==> config.mk <==
export PLATFORM = sky130hd
export DESIGN_NAME = dmem_arbiter_flat
export DESIGN_NICKNAME = d
export VERILOG_FILES = /design/src/rtl/dmem_arb_pkg.sv /design/src/rtl/dmem_arbiter_if.sv /design/src/rtl/dmem_arbiter_rr_arb2.sv /design/src/rtl/dmem_arbiter.sv /design/src/flat_wrapper.sv
export SDC_FILE = /design/constraint.sdc
export NUM_CORES = 1
export LEC_CHECK = 0
export BUFFER_PORTS_ARGS = -buffer_cell sky130_fd_sc_hd__buf_2
export CELL_PAD_IN_SITES_DETAIL_PLACEMENT = 1
export CELL_PAD_IN_SITES_GLOBAL_PLACEMENT = 1
export CORE_MARGIN = 2
export CORE_UTILIZATION = 31
export CTS_BUF_LIST = sky130_fd_sc_hd__clkbuf_4
export DETAILED_ROUTE_END_ITERATION = 8
export GPL_TIMING_DRIVEN = 0
export PLACE_DENSITY = 0.95
export REMOVE_ABC_BUFFERS = 1
export SLEW_MARGIN = 20
export SYNTH_ARGS = -nofsm -noshare
export SYNTH_HDL_FRONTEND = slang
export SYNTH_HIERARCHICAL = 1
export SYNTH_SLANG_ARGS = --single-unit
==> constraint.sdc <==
create_clock -name clk_i -period 5.3 [get_ports clk_i]
set_clock_uncertainty 0.2 [all_clocks]
set_input_delay 0.53 -clock clk_i [delete_from_list [all_inputs] [get_ports clk_i]]
set_output_delay 0.53 -clock clk_i [all_outputs]
set_load 0.02 [all_outputs]
==> src/rtl/dmem_arb_pkg.sv <==
// Shared types and defaults for the data-memory arbiter.
package dmem_arb_pkg;

  // Default memory byte-address width (32-byte data memory).
  localparam int unsigned ADDR_W_DEF = 5;

  // Transaction FSM: one transaction in flight, three cycles each.
  typedef enum logic [1:0] {
    ST_IDLE   = 2'd0,
    ST_ACCESS = 2'd1,
    ST_DONE   = 2'd2
  } state_e;

  // Requester id to its one-hot ack position.
  function automatic logic [1:0] id_to_onehot(input logic id);
    logic [1:0] oh;
    if (id) begin
      oh = 2'b10;
    end else begin
      oh = 2'b01;
    end
    return oh;
  endfunction

endpackage

==> src/rtl/dmem_arbiter_if.sv <==
// Bus bundle between the two requesters, the arbiter and the data memory.
interface dmem_arbiter_if;

  logic [1:0]  req_i;
  logic [1:0]  we_i;
  logic [31:0] addr0_i;
  logic [31:0] wdata0_i;
  logic [31:0] addr1_i;
  logic [31:0] wdata1_i;
  logic [1:0]  ack_o;
  logic [31:0] rdata_o;
  logic [31:0] mem_addr_o;
  logic [31:0] mem_wdata_o;
  logic        mem_wr_o;
  logic        mem_rd_o;
  logic [31:0] mem_rdata_i;

  // Arbiter side.
  modport slave (
    input  req_i, we_i, addr0_i, wdata0_i, addr1_i, wdata1_i, mem_rdata_i,
    output ack_o, rdata_o, mem_addr_o, mem_wdata_o, mem_wr_o, mem_rd_o
  );

  // Requester / memory side.
  modport master (
    output req_i, we_i, addr0_i, wdata0_i, addr1_i, wdata1_i, mem_rdata_i,
    input  ack_o, rdata_o, mem_addr_o, mem_wdata_o, mem_wr_o, mem_rd_o
  );

endinterface

==> src/rtl/dmem_arbiter_rr_arb2.sv <==
// Two-way round-robin grant with a last-served pointer.
module rr_arb2 (
  input  logic       clk_i,
  input  logic       rst_i,
  input  logic [1:0] req_i,
  input  logic       en_i,
  output logic       gnt_valid_o,
  output logic       gnt_id_o
);

  logic last_q;
  logic last_d;
  logic gnt_id_s;
  logic gnt_valid_s;

  // Pick a requester: on a tie, the one not served last; otherwise the lone one.
  always_comb begin
    gnt_id_s    = 1'b0;
    gnt_valid_s = en_i & (|req_i);
    if (req_i == 2'b11) begin
      gnt_id_s = ~last_q;
    end else if (req_i[0]) begin
      gnt_id_s = 1'b0;
    end else begin
      gnt_id_s = 1'b1;
    end
  end

  // The pointer only moves when a grant is actually issued.
  always_comb begin
    last_d = last_q;
    if (gnt_valid_s) begin
      last_d = gnt_id_s;
    end else begin
      last_d = last_q;
    end
  end

  // Pointer resets to requester 1 so requester 0 wins the first tie.
  always_ff @(posedge clk_i) begin
    if (rst_i) begin
      last_q <= 1'b1;
    end else begin
      last_q <= last_d;
    end
  end

  assign gnt_valid_o = gnt_valid_s;
  assign gnt_id_o    = gnt_id_s;

endmodule

==> src/rtl/dmem_arbiter.sv <==
// Two-requester data-memory arbiter: IDLE -> ACCESS -> DONE per transaction.
module dmem_arbiter
  import dmem_arb_pkg::*;
#(
  parameter int unsigned ADDR_W = ADDR_W_DEF
) (
  input logic           clk_i,
  input logic           rst_i,
  dmem_arbiter_if.slave bus
);

  state_e             state_q, state_d;
  logic [ADDR_W-1:0]  addr_q, addr_d;
  logic [31:0]        wdata_q, wdata_d;
  logic               we_q, we_d;
  logic               id_q, id_d;
  logic [31:0]        rdata_q, rdata_d;
  logic [1:0]         ack_q, ack_d;
  logic               gnt_valid_s;
  logic               gnt_id_s;
  logic               mem_wr_s;
  logic               mem_rd_s;
  logic               unused_addr_hi_s;

  // Address bits above the memory width are deliberately discarded.
  assign unused_addr_hi_s = ^{bus.addr0_i[31:ADDR_W], bus.addr1_i[31:ADDR_W]};

  rr_arb2 u_rr_arb2 (
    .clk_i       (clk_i),
    .rst_i       (rst_i),
    .req_i       (bus.req_i),
    .en_i        (state_q == ST_IDLE),
    .gnt_valid_o (gnt_valid_s),
    .gnt_id_o    (gnt_id_s)
  );

  // Next-state, request latching, read capture and ack generation.
  always_comb begin
    state_d = state_q;
    addr_d  = addr_q;
    wdata_d = wdata_q;
    we_d    = we_q;
    id_d    = id_q;
    rdata_d = rdata_q;
    ack_d   = 2'b00;
    case (state_q)
      ST_IDLE: begin
        if (gnt_valid_s) begin
          state_d = ST_ACCESS;
          id_d    = gnt_id_s;
          if (gnt_id_s) begin
            addr_d  = bus.addr1_i[ADDR_W-1:0];
            wdata_d = bus.wdata1_i;
            we_d    = bus.we_i[1];
          end else begin
            addr_d  = bus.addr0_i[ADDR_W-1:0];
            wdata_d = bus.wdata0_i;
            we_d    = bus.we_i[0];
          end
        end else begin
          state_d = ST_IDLE;
        end
      end
      ST_ACCESS: begin
        state_d = ST_DONE;
        ack_d   = id_to_onehot(id_q);
        if (!we_q) begin
          rdata_d = bus.mem_rdata_i;
        end else begin
          rdata_d = rdata_q;
        end
      end
      ST_DONE: begin
        state_d = ST_IDLE;
      end
      default: begin
        state_d = ST_IDLE;
      end
    endcase
  end

  // Strobes only in ACCESS, and killed by reset so an in-flight write aborts.
  always_comb begin
    mem_wr_s = 1'b0;
    mem_rd_s = 1'b0;
    if ((state_q == ST_ACCESS) && !rst_i) begin
      mem_wr_s = we_q;
      mem_rd_s = ~we_q;
    end else begin
      mem_wr_s = 1'b0;
      mem_rd_s = 1'b0;
    end
  end

  // State and datapath registers with synchronous reset.
  always_ff @(posedge clk_i) begin
    if (rst_i) begin
      state_q <= ST_IDLE;
      addr_q  <= '0;
      wdata_q <= 32'h0000_0000;
      we_q    <= 1'b0;
      id_q    <= 1'b0;
      rdata_q <= 32'h0000_0000;
      ack_q   <= 2'b00;
    end else begin
      state_q <= state_d;
      addr_q  <= addr_d;
      wdata_q <= wdata_d;
      we_q    <= we_d;
      id_q    <= id_d;
      rdata_q <= rdata_d;
      ack_q   <= ack_d;
    end
  end

  // The latched address/data double as the memory bus, so they hold between accesses.
  assign bus.mem_addr_o  = {{(32 - ADDR_W){1'b0}}, addr_q};
  assign bus.mem_wdata_o = wdata_q;
  assign bus.mem_wr_o    = mem_wr_s;
  assign bus.mem_rd_o    = mem_rd_s;
  assign bus.ack_o       = ack_q;
  assign bus.rdata_o     = rdata_q;

endmodule

==> src/flat_wrapper.sv <==
// flat-port wrapper written by rule: the top's interface ports become plain ports
module dmem_arbiter_flat import dmem_arb_pkg::*;
#(
  parameter int unsigned ADDR_W = ADDR_W_DEF
)
  (clk_i, rst_i, bus_req_i, bus_we_i, bus_addr0_i, bus_wdata0_i, bus_addr1_i, bus_wdata1_i, bus_mem_rdata_i, bus_ack_o, bus_rdata_o, bus_mem_addr_o, bus_mem_wdata_o, bus_mem_wr_o, bus_mem_rd_o);
  dmem_arbiter_if bus_i ();
  input logic clk_i;
  input logic rst_i;
  input wire logic [$bits(bus_i.req_i)-1:0] bus_req_i;
  input wire logic [$bits(bus_i.we_i)-1:0] bus_we_i;
  input wire logic [$bits(bus_i.addr0_i)-1:0] bus_addr0_i;
  input wire logic [$bits(bus_i.wdata0_i)-1:0] bus_wdata0_i;
  input wire logic [$bits(bus_i.addr1_i)-1:0] bus_addr1_i;
  input wire logic [$bits(bus_i.wdata1_i)-1:0] bus_wdata1_i;
  input wire logic [$bits(bus_i.mem_rdata_i)-1:0] bus_mem_rdata_i;
  output wire logic [$bits(bus_i.ack_o)-1:0] bus_ack_o;
  output wire logic [$bits(bus_i.rdata_o)-1:0] bus_rdata_o;
  output wire logic [$bits(bus_i.mem_addr_o)-1:0] bus_mem_addr_o;
  output wire logic [$bits(bus_i.mem_wdata_o)-1:0] bus_mem_wdata_o;
  output wire logic [$bits(bus_i.mem_wr_o)-1:0] bus_mem_wr_o;
  output wire logic [$bits(bus_i.mem_rd_o)-1:0] bus_mem_rd_o;
  assign bus_i.req_i = bus_req_i;
  assign bus_i.we_i = bus_we_i;
  assign bus_i.addr0_i = bus_addr0_i;
  assign bus_i.wdata0_i = bus_wdata0_i;
  assign bus_i.addr1_i = bus_addr1_i;
  assign bus_i.wdata1_i = bus_wdata1_i;
  assign bus_i.mem_rdata_i = bus_mem_rdata_i;
  assign bus_ack_o = bus_i.ack_o;
  assign bus_rdata_o = bus_i.rdata_o;
  assign bus_mem_addr_o = bus_i.mem_addr_o;
  assign bus_mem_wdata_o = bus_i.mem_wdata_o;
  assign bus_mem_wr_o = bus_i.mem_wr_o;
  assign bus_mem_rd_o = bus_i.mem_rd_o;
  dmem_arbiter #(.ADDR_W(ADDR_W)) u_core (.clk_i(clk_i), .rst_i(rst_i), .bus(bus_i));
endmodule
Yosys cells after proc, flatten, opt, wreduce, memory -nomap -nowiden
Index checks and enable logic that the tools add are counted.
Widths: inputs -> output; s select.
Storage, ports and cells
  flip-flop bits (word level): 76
  input bits: 166
  output and inout port bits: 100
  word-level logic and storage cells: 31
Cells by class
  equality and inequality tests: 2
  mux-type cells: 10
  bitwise logic cells: 4
  reductions and logical operators: 7
Operator list (number)
  $mux 32: 1
  $mux 1: 6
  $mux 5: 1
  $pmux 2 s2: 1
  $reduce_and 2->1: 2
  $reduce_or 2->1: 2
  $not 1->1: 3
  $eq 2x1->1 const B: 1
  $eq 2x2->1 const B: 1
  $logic_not 2->1: 1
  $mux 2: 1
  $and 1x1->1: 1
  $logic_and 1x1->1: 1
  $logic_not 1->1: 1

Longest topological paths before layout
Gate-level depths: netlist of the first run.
  depth in word-level cells: 4
  mapped depth: 7
  gate-level depth less buffers: 4

Cells and area by module
The synthesis of the first run kept the hierarchy.
By module, submodules not included
  dmem_arbiter: times used 1, cells an instance 354, area an instance 3572.2 sq um, seq. area each 1501.4 sq um
  rr_arb2: times used 1, cells an instance 7, area an instance 58.8 sq um, seq. area each 20.0 sq um

Worst setup path before layout of the first run
Ideal clock, no wire load.
  kind: input port to output port
  from: input rst_i
  to: output bus_mem_wr_o
  arrival: 1.211 ns
  data required time: 4.570 ns
  path slack: 3.359 ns
  stages on the path: 3
  path buffers: 1
  cells stage by stage: clkbuf_1 -> nor3b_1 -> and2_1
Between the ends
  word-level cells in the longest chain between the ends: 3
RTL lines
  from (decl): RTL line flat_wrapper.sv:9  | input logic rst_i;
  $logic_not 1->1: RTL line dmem_arbiter.sv:86  | if ((state_q == ST_ACCESS) && !rst_i) begin
  $logic_and 1x1->1: RTL line dmem_arbiter.sv:86
  $mux 1: RTL line dmem_arbiter.sv:86
  to (decl): RTL line flat_wrapper.sv:21  | output wire logic [$bits(bus_i.mem_wr_o)-1:0] bus_mem_wr_o;
No other way between the ends.

Final worst setup path of the first run
  from: register u_core.state_q[1]
  to: register u_core.wdata_q[19], in the netlist u_core/bus.mem_wdata_o[19]
Between the ends
  word-level cells in the longest chain between the ends: 3
RTL lines
  from (decl): RTL line dmem_arbiter.sv:12  | state_e state_q, state_d;
  from (signal assigned): RTL line dmem_arbiter.sv:106  | state_q <= state_d;
  $logic_not 2->1: RTL line dmem_arbiter.sv:32  | .en_i (state_q == ST_IDLE),
  $and 1x1->1: RTL line dmem_arbiter_rr_arb2.sv:19  | gnt_valid_s = en_i & (|req_i);
  net u_core.gnt_valid_s: RTL line dmem_arbiter.sv:19  | logic gnt_valid_s;
  $reduce_and 2->1 (no line)
  to (signal assigned): RTL line dmem_arbiter.sv:108  | wdata_q <= wdata_d;
  to (decl): RTL line dmem_arbiter.sv:14  | logic [31:0] wdata_q, wdata_d;
The timed path passes the listed nets, and every way through them passes these cells.
A chain may end at the register's enable or synchronous reset.

==> flow_summary.yaml, run 1 <==
outcome:
  status: "complete, no violations"
logic_synthesis:
  syn_inst: 361
  synth-xor-area-share: 0
  synth_top_family_by_area: "simple AND/OR/NAND/NOR gates"
  muxShareOfSynthArea: 0.1957
  syn-mean-instance-area_um2: 10.06
  synth_cell_types: 21
  synth.largest_area_cell: "dfxtp_1"
  yosys.area_share.simple: 0.1988
  synth_seq_area_share: 0.4190
  ys_ff_latch: 76
  synth_compound_gate_area_share: 0.08890
  synthAdderAreaFrac: 0
  synth_top_area_share: 0.4190
  ys_warn_count: 6
  synthTopCellsByArea: "dfxtp_1 (42%), mux2i_1 (20%), nand2b_1 (18%)"
  syn_area_um2: 3631
clock_tree:
  clk_pin_slew_ns: 0.12
  cts_sinks: 76
  cts_buffers: 9
  cts_hold_buf: 0
  cts_resized: 0
  postCtsSetupBuffers: 0
  htreeDepth: 3
  clk-insertion-delay-late_ns: 0.43
  cts_tree: "yes"
  cts_buffer_depth: 2
  cts-root-buf: "clkbuf_4"
drt:
  drc_errors: 0
  drtPass1Iterations: 4
  viasPerCell: 4.569
  wire_per_inst_um: 14.22
  wirelength_mm: 9.728
  antenna_left: 0
  drt-initial-drc-count: 131
  num_vias: 3125
final_layout:
  num_antenna_cells: 0
  register_area_um2: 1521
  final_area_um2: 4723
  syn2layout_area_growth_pct: 30.08
  num-nets-final: 702
  nFillCells: 1374
  multi_input_area_um2: 1878
  drive_gt1_frac: 0.4067
die:
  start_util: 0.3180
  fp.dieH_um: 112.2
  die_area_um2: 12590
  io_pins: 266
  rows: 39
  die_w_um: 112.2
  coreArea_um2: 11420
critical_path:
  cp.required_ns: 5.40
  critPathMaxFanout: 12
  endpoint_kind: "flip-flop"
  reg2reg_depth: 7
  crit_type: "flip-flop to flip-flop"
  critPathLaunchType: "flip-flop"
  critPathArrivalTime_ns: 2.58
placement:
  place_ws_ns: 2.715
  hpwl_mm: 7.378
  dpl_cell_area_um2: 4617
  place_congestion: 0.7234
  portBuffers: 184
pwr:
  peakVddDrop_mv: 0.1415
  p_leak_uw: 0.002302
  power_density_nw_per_um2: 296.8
timing:
  rsz0062_at_grt: "false"
  maxSlewHeadroom: 0.4818
  timing.fmax_mhz: 402.9
  final.min_clock_period_ns: 2.482
  worst_slack_ns: 2.818
  setup-violations-final: 0
  tightest_slew_ns: 0.7773
  timing.hold.ws_ns: 0.1355
  period_share: 0.4683
  slew_viol_final: 0
  hold_viol_final: 0
global_route:
  grt_pass1_wl_mm: 15.78
  antenna_found_initial: 0
  gr-total-overflow: 0
  grt_max_degree: 109
  grt_pass1_vias: 3270
  grt_usage: 0.1550
worst_hold_path:
  min_delay_path_depth: 3
  hold_path.class: "input pin to flip-flop"
run:
  drv_cap: 0
==> power by group <==
group / switching [µW] / internal, µW
sequential: 36.6 / 637
combinational: 250 / 174
clock: 197 / 107
total: 483 / 919
==> kinds of logic after synthesis <==
family / Yosys count
and+or+nand+nor: 114
DFF: 76
muxes: 71
buffers and inverters: 57
AOI/OAI and AO/OA: 42
other: 1
==> sequential cells by signal, indices dropped and copies added (netlist names) <==
name                     cells
u_core/state_q               2
u_core/u_rr_arb2/last_q      1
u_core/bus.rdata_o          32
u_core/addr_q                5
u_core/bus.mem_wdata_o      32
u_core/id_q                  1
u_core/we_q                  1
u_core/bus.ack_o             2
==> stage by stage <==
step	power (µW)	TNS [ns]	util	cells
CTS	1425	0	0.4137	684
finish	1402	0	0.4137	684
global route	1484	0	0.4137	684
floorplan	951.1	-3.814	-	332
detailed placement	1114	0	0.4043	668
global placement	1094	-57.61	0.3928	659
==> cell usage in the layout (no fill, tap or decap), drive strengths merged <==
cell type,count
o21bai,1
o21a,1
clkbuf,12
nand2b,104
conb,27
dfxtp,76
and2,2
nor3b,3
inv,2
nor2,1
o22ai,38
nor2b,2
and3,1
clkinv,4
or4b,1
buf,193
o21ai,1
mux2i,71
a21oi,1
==> synthesized netlist by cell type <==
cell type,instances
and2_1,2
buf_4,29
buf_2,10
clkbuf_1,14
conb_1,1
o22ai_1,29
mux2i_1,71
dfxtp_1,76
nand2b_1,104
o21a_1,1
nor2b_1,2
nor2_1,1
o21ai_0,1
nor3b_1,3
inv_1,2
o21bai_2,1
a21oi_1,1
o22ai_2,9
buf_6,2
or4b_4,1
and3_1,1
==> area by class of cell <==
| type | instances | share of cell area |
|---|---|---|
| Timing Repair Buffer | 193 | 0.2183 |
| Inverter | 2 | 0.001589 |
| Clock buffer | 12 | 0.01907 |
| Clock inverter | 4 | 0.003444 |
| Tap cell | 143 | 0.03788 |
| Multi-Input combinational cell | 254 | 0.3976 |
| Sequential cell | 76 | 0.3221 |
==> worst max-delay path: stages (launching register included) <==
cell and delay [ns]:
dfxtp_1 0.38, nor2_1 0.19, o21a_1 0.18, nor3b_2 0.54, buf_4 0.31, buf_4 0.22, buf_4 0.21, o22ai_1 0.12
==> per-layer routing <==
metal	vias to the layer above	routed length, µm	GRT usage
li1	1519	-	-
met1	1428	4004	0.1812
met2	159	4510	0.2510
met3	19	930	0.05400
met4	0	283	0.08130
met5	-	0	0
==> worst paths after layout <==
path                                     startpoint  slack, ns                    endpoint
worst max register to register    u_core/state_q[1]       2.82  u_core/bus.mem_wdata_o[19]
worst max-delay path              u_core/state_q[1]       2.82  u_core/bus.mem_wdata_o[19]
worst min-delay path            bus_mem_rdata_i[21]       0.14      u_core/bus.rdata_o[21]
worst min register to register          u_core/id_q       0.26         u_core/bus.ack_o[0]
Note: power is estimated with default switching activity, not from simulation.
==> run 2, diff against run 1 <==
--- a/config.mk
+++ b/config.mk
@@ -9,11 +9,11 @@
 export CELL_PAD_IN_SITES_DETAIL_PLACEMENT = 1
 export CELL_PAD_IN_SITES_GLOBAL_PLACEMENT = 1
 export CORE_MARGIN = 2
-export CORE_UTILIZATION = 31
+export CORE_UTILIZATION = 29
 export CTS_BUF_LIST = sky130_fd_sc_hd__clkbuf_4
 export DETAILED_ROUTE_END_ITERATION = 8
 export GPL_TIMING_DRIVEN = 0
-export PLACE_DENSITY = 0.95
+export PLACE_DENSITY = 0.9
 export REMOVE_ABC_BUFFERS = 1
 export SLEW_MARGIN = 20
 export SYNTH_ARGS = -nofsm -noshare
==> constraint.sdc (replaced) <==
create_clock -name clk_i -period 2.4 [get_ports clk_i]
set_clock_uncertainty 0.2 [all_clocks]
set_input_delay 0.24 -clock clk_i [delete_from_list [all_inputs] [get_ports clk_i]]
set_output_delay 0.24 -clock clk_i [all_outputs]
set_load 0.02 [all_outputs]
==> run 2 against run 1 <==
Effect of this change: via count up 22%; power rose to 2.5 times the previous value; critical path depth up 2; non-clock buffer count up 129; largest power group unchanged; sequential power up 120%; final cell count up 23%; critical path type is now input pin to flip-flop; wire length up 59%; final area up 28%; largest cell class is now buffers; global-route usage up 6.4 points; critical endpoint is now u_core/bus.mem_wdata_o[5].
==> flow_summary.yaml, run 2 (synthesis gave the netlist of run 1 again) <==
outcome:
  status: "complete, no violations"
final_layout:
  syn2layout_area_growth_pct: 66.20
  final_common_cell: "buf_2"
  num_antenna_cells: 0
  drive_gt1_frac: 0.3567
  mostFrequentLayoutCells: "buf_2 (183), dlygate4sd3_1 (111), nand2b_1 (104), dfxtp_1 (76), mux2i_1 (71)"
  nFillCells: 1422
  final_area_um2: 6035
  num-nets-final: 831
  fin_util: 0.4982
critical_path:
  cp.required_ns: 2.51
  crit_type: "input pin to flip-flop"
  critPathMaxStageDelay_ns: 0.61
  crit_family: "buffers and inverters"
  critical_path_buf_inv_count: 6
  critPathLaunchType: "input pin"
  path_cells: "dlygate4sd3_1, buf_2, inv_1, o21ai_4, clkbuf_16, buf_16, mux2i_1, dlygate4sd3_1, o22ai_1"
  endpoint_kind: "flip-flop"
  path_common_cell: "dlygate4sd3_1"
  critPathArrivalTime_ns: 2.49
  critPathMaxFanout: 20
  cpMaxStageDelayCell: "dlygate4sd3_1"
drt:
  wire_per_inst_um: 18.46
  wirelength_mm: 15.47
  drc_errors: 0
  viasPerCell: 4.562
  drt-initial-drc-count: 168
  drtPass1Iterations: 4
  antenna_left: 0
  num_vias: 3823
pwr:
  p_seq_frac: 0.425
  combPwrFrac: 0.351
  power_density_nw_per_um2: 585.3
  peakVddDrop_mv: 0.3066
  power_uw: 3532
  p_sw_uw: 1229
  p_int_uw: 2303
  swShare: 0.3480
  p_clk_frac: 0.223
  p_leak_uw: 0.002857
global_route:
  gr-total-overflow: 0
  grt_pass1_wl_mm: 22.12
  antenna_found_initial: 0
  grt_pass1_vias: 4138
  grt_usage: 0.2187
  grt_max_degree: 109
die:
  die_w_um: 115.9
  io_pins: 266
  coreArea_um2: 12110
  die_area_um2: 13430
  fp.dieH_um: 115.9
  rows: 40
  start_util: 0.2998
worst_hold_path:
  hold_path.class: "flip-flop to flip-flop"
timing:
  maxSlewHeadroom: 0.4522
  hold_viol_final: 0
  timing.fmax_mhz: 421.4
  final.min_clock_period_ns: 2.373
  timing.hold.ws_ns: 0.2825
  period_share: 0.9887
  slew_viol_final: 0
  tightest_slew_ns: 0.8217
  setup-violations-final: 0
run:
  drv_cap: 0
clock_tree:
  cts_buffer_depth: 2
  cts-root-buf: "clkbuf_4"
  htreeDepth: 3
  clk-insertion-delay-late_ns: 0.45
  cts_tree: "yes"
  cts_buffers: 9
  clk_pin_slew_ns: 0.12
  cts_sinks: 76
placement:
  portBuffers: 184
  hpwl_mm: 7.688
  place_congestion: 0.7531
  dpl_cell_area_um2: 4648
## run 2: cell count changes in the layout (fill, tap and decap cells not counted), moves of 2 or more
cell / previous run / this run
dlygate4sd3_1: 0 / 111
nor3b_2: 2 / 0
clkbuf_4: 12 / 10
nor3b_4: 0 / 2
buf_4: 8 / 26
## run 2: per-layer routing
layer	GRT usage	part of all wire	routed length (µm)	up-vias
met5	0	0	0	-
met1	0.2221	0.37	5708	1810
met2	0.4016	0.51	7960	194
li1	-	-	-	1775
met3	0.07374	0.081	1257	44
met4	0.1048	0.035	542	0
## run 2: final timing paths
path	end	from	cells past startpoint	slack (ns)
worst min-delay path	u_core/bus.rdata_o[15]	u_core/bus.rdata_o[15]	2	0.28
worst min register to register	u_core/bus.rdata_o[15]	u_core/bus.rdata_o[15]	2	0.28
worst max register to register	u_core/addr_q[0]	u_core/state_q[1]	8	0.12
worst max-delay path	u_core/bus.mem_wdata_o[5]	bus_req_i[1]	9	0.03
## run 2: worst reg2reg max path, delay by kind of cell (launching register included)
family | cells | cell delay, ns
buffers and inverters | 4 | 0.85
AND/OR/NAND/NOR | 2 | 0.36
AO/OA/AOI/OAI | 2 | 0.30
flip-flops | 1 | 0.41
## run 2: power by group through the flow
| stage | logic (µW) | registers (µW) | clock network [µW] |
|---|---|---|---|
| 6_report | 1240 | 1500 | 788 |
| 3_5_place_dp | 949 | 1520 | 0 |
| 2_1_floorplan | 431 | 1670 | 0 |
| 5_1_grt | 1320 | 1520 | 870 |
| 4_1_cts | 1130 | 1490 | 825 |
| 3_3_place_gp | 923 | 1510 | 0 |
## run 2: final cells by class
type                    count  area, µm²  share of cell area
well taps                 168      210.2             0.03483
flip-flops and latches     76       1521              0.2521
clock buffers              10      75.07             0.01244
inverters                   2      7.507            0.001244
multi-input cells         254       1891              0.3133
repair buffers            322       2275              0.3769
clock inverters             6      55.05            0.009123
## run 2: what timing repair did
| action | CTS | global route |
|---|---|---|
| endpoints found under the hold margin | 72 | 0 |
| setup endpoints to repair | 13 | 15 |
| resized for setup | 1 | 2 |
| hold buffers | 111 | 0 |
| buffers inserted | 0 | 18 |
## run 2: through the flow
step | TNS (ns) | worst slack, ns | instances
global placement | -255.56 | -3.938 | 684
finish | 0 | 0.02702 | 838
global route | -0.01046 | -0.01046 | 838
floorplan | -175.64 | -2.779 | 332
detailed placement | -0.7440 | -0.06687 | 693
CTS | 0 | 0.03715 | 820
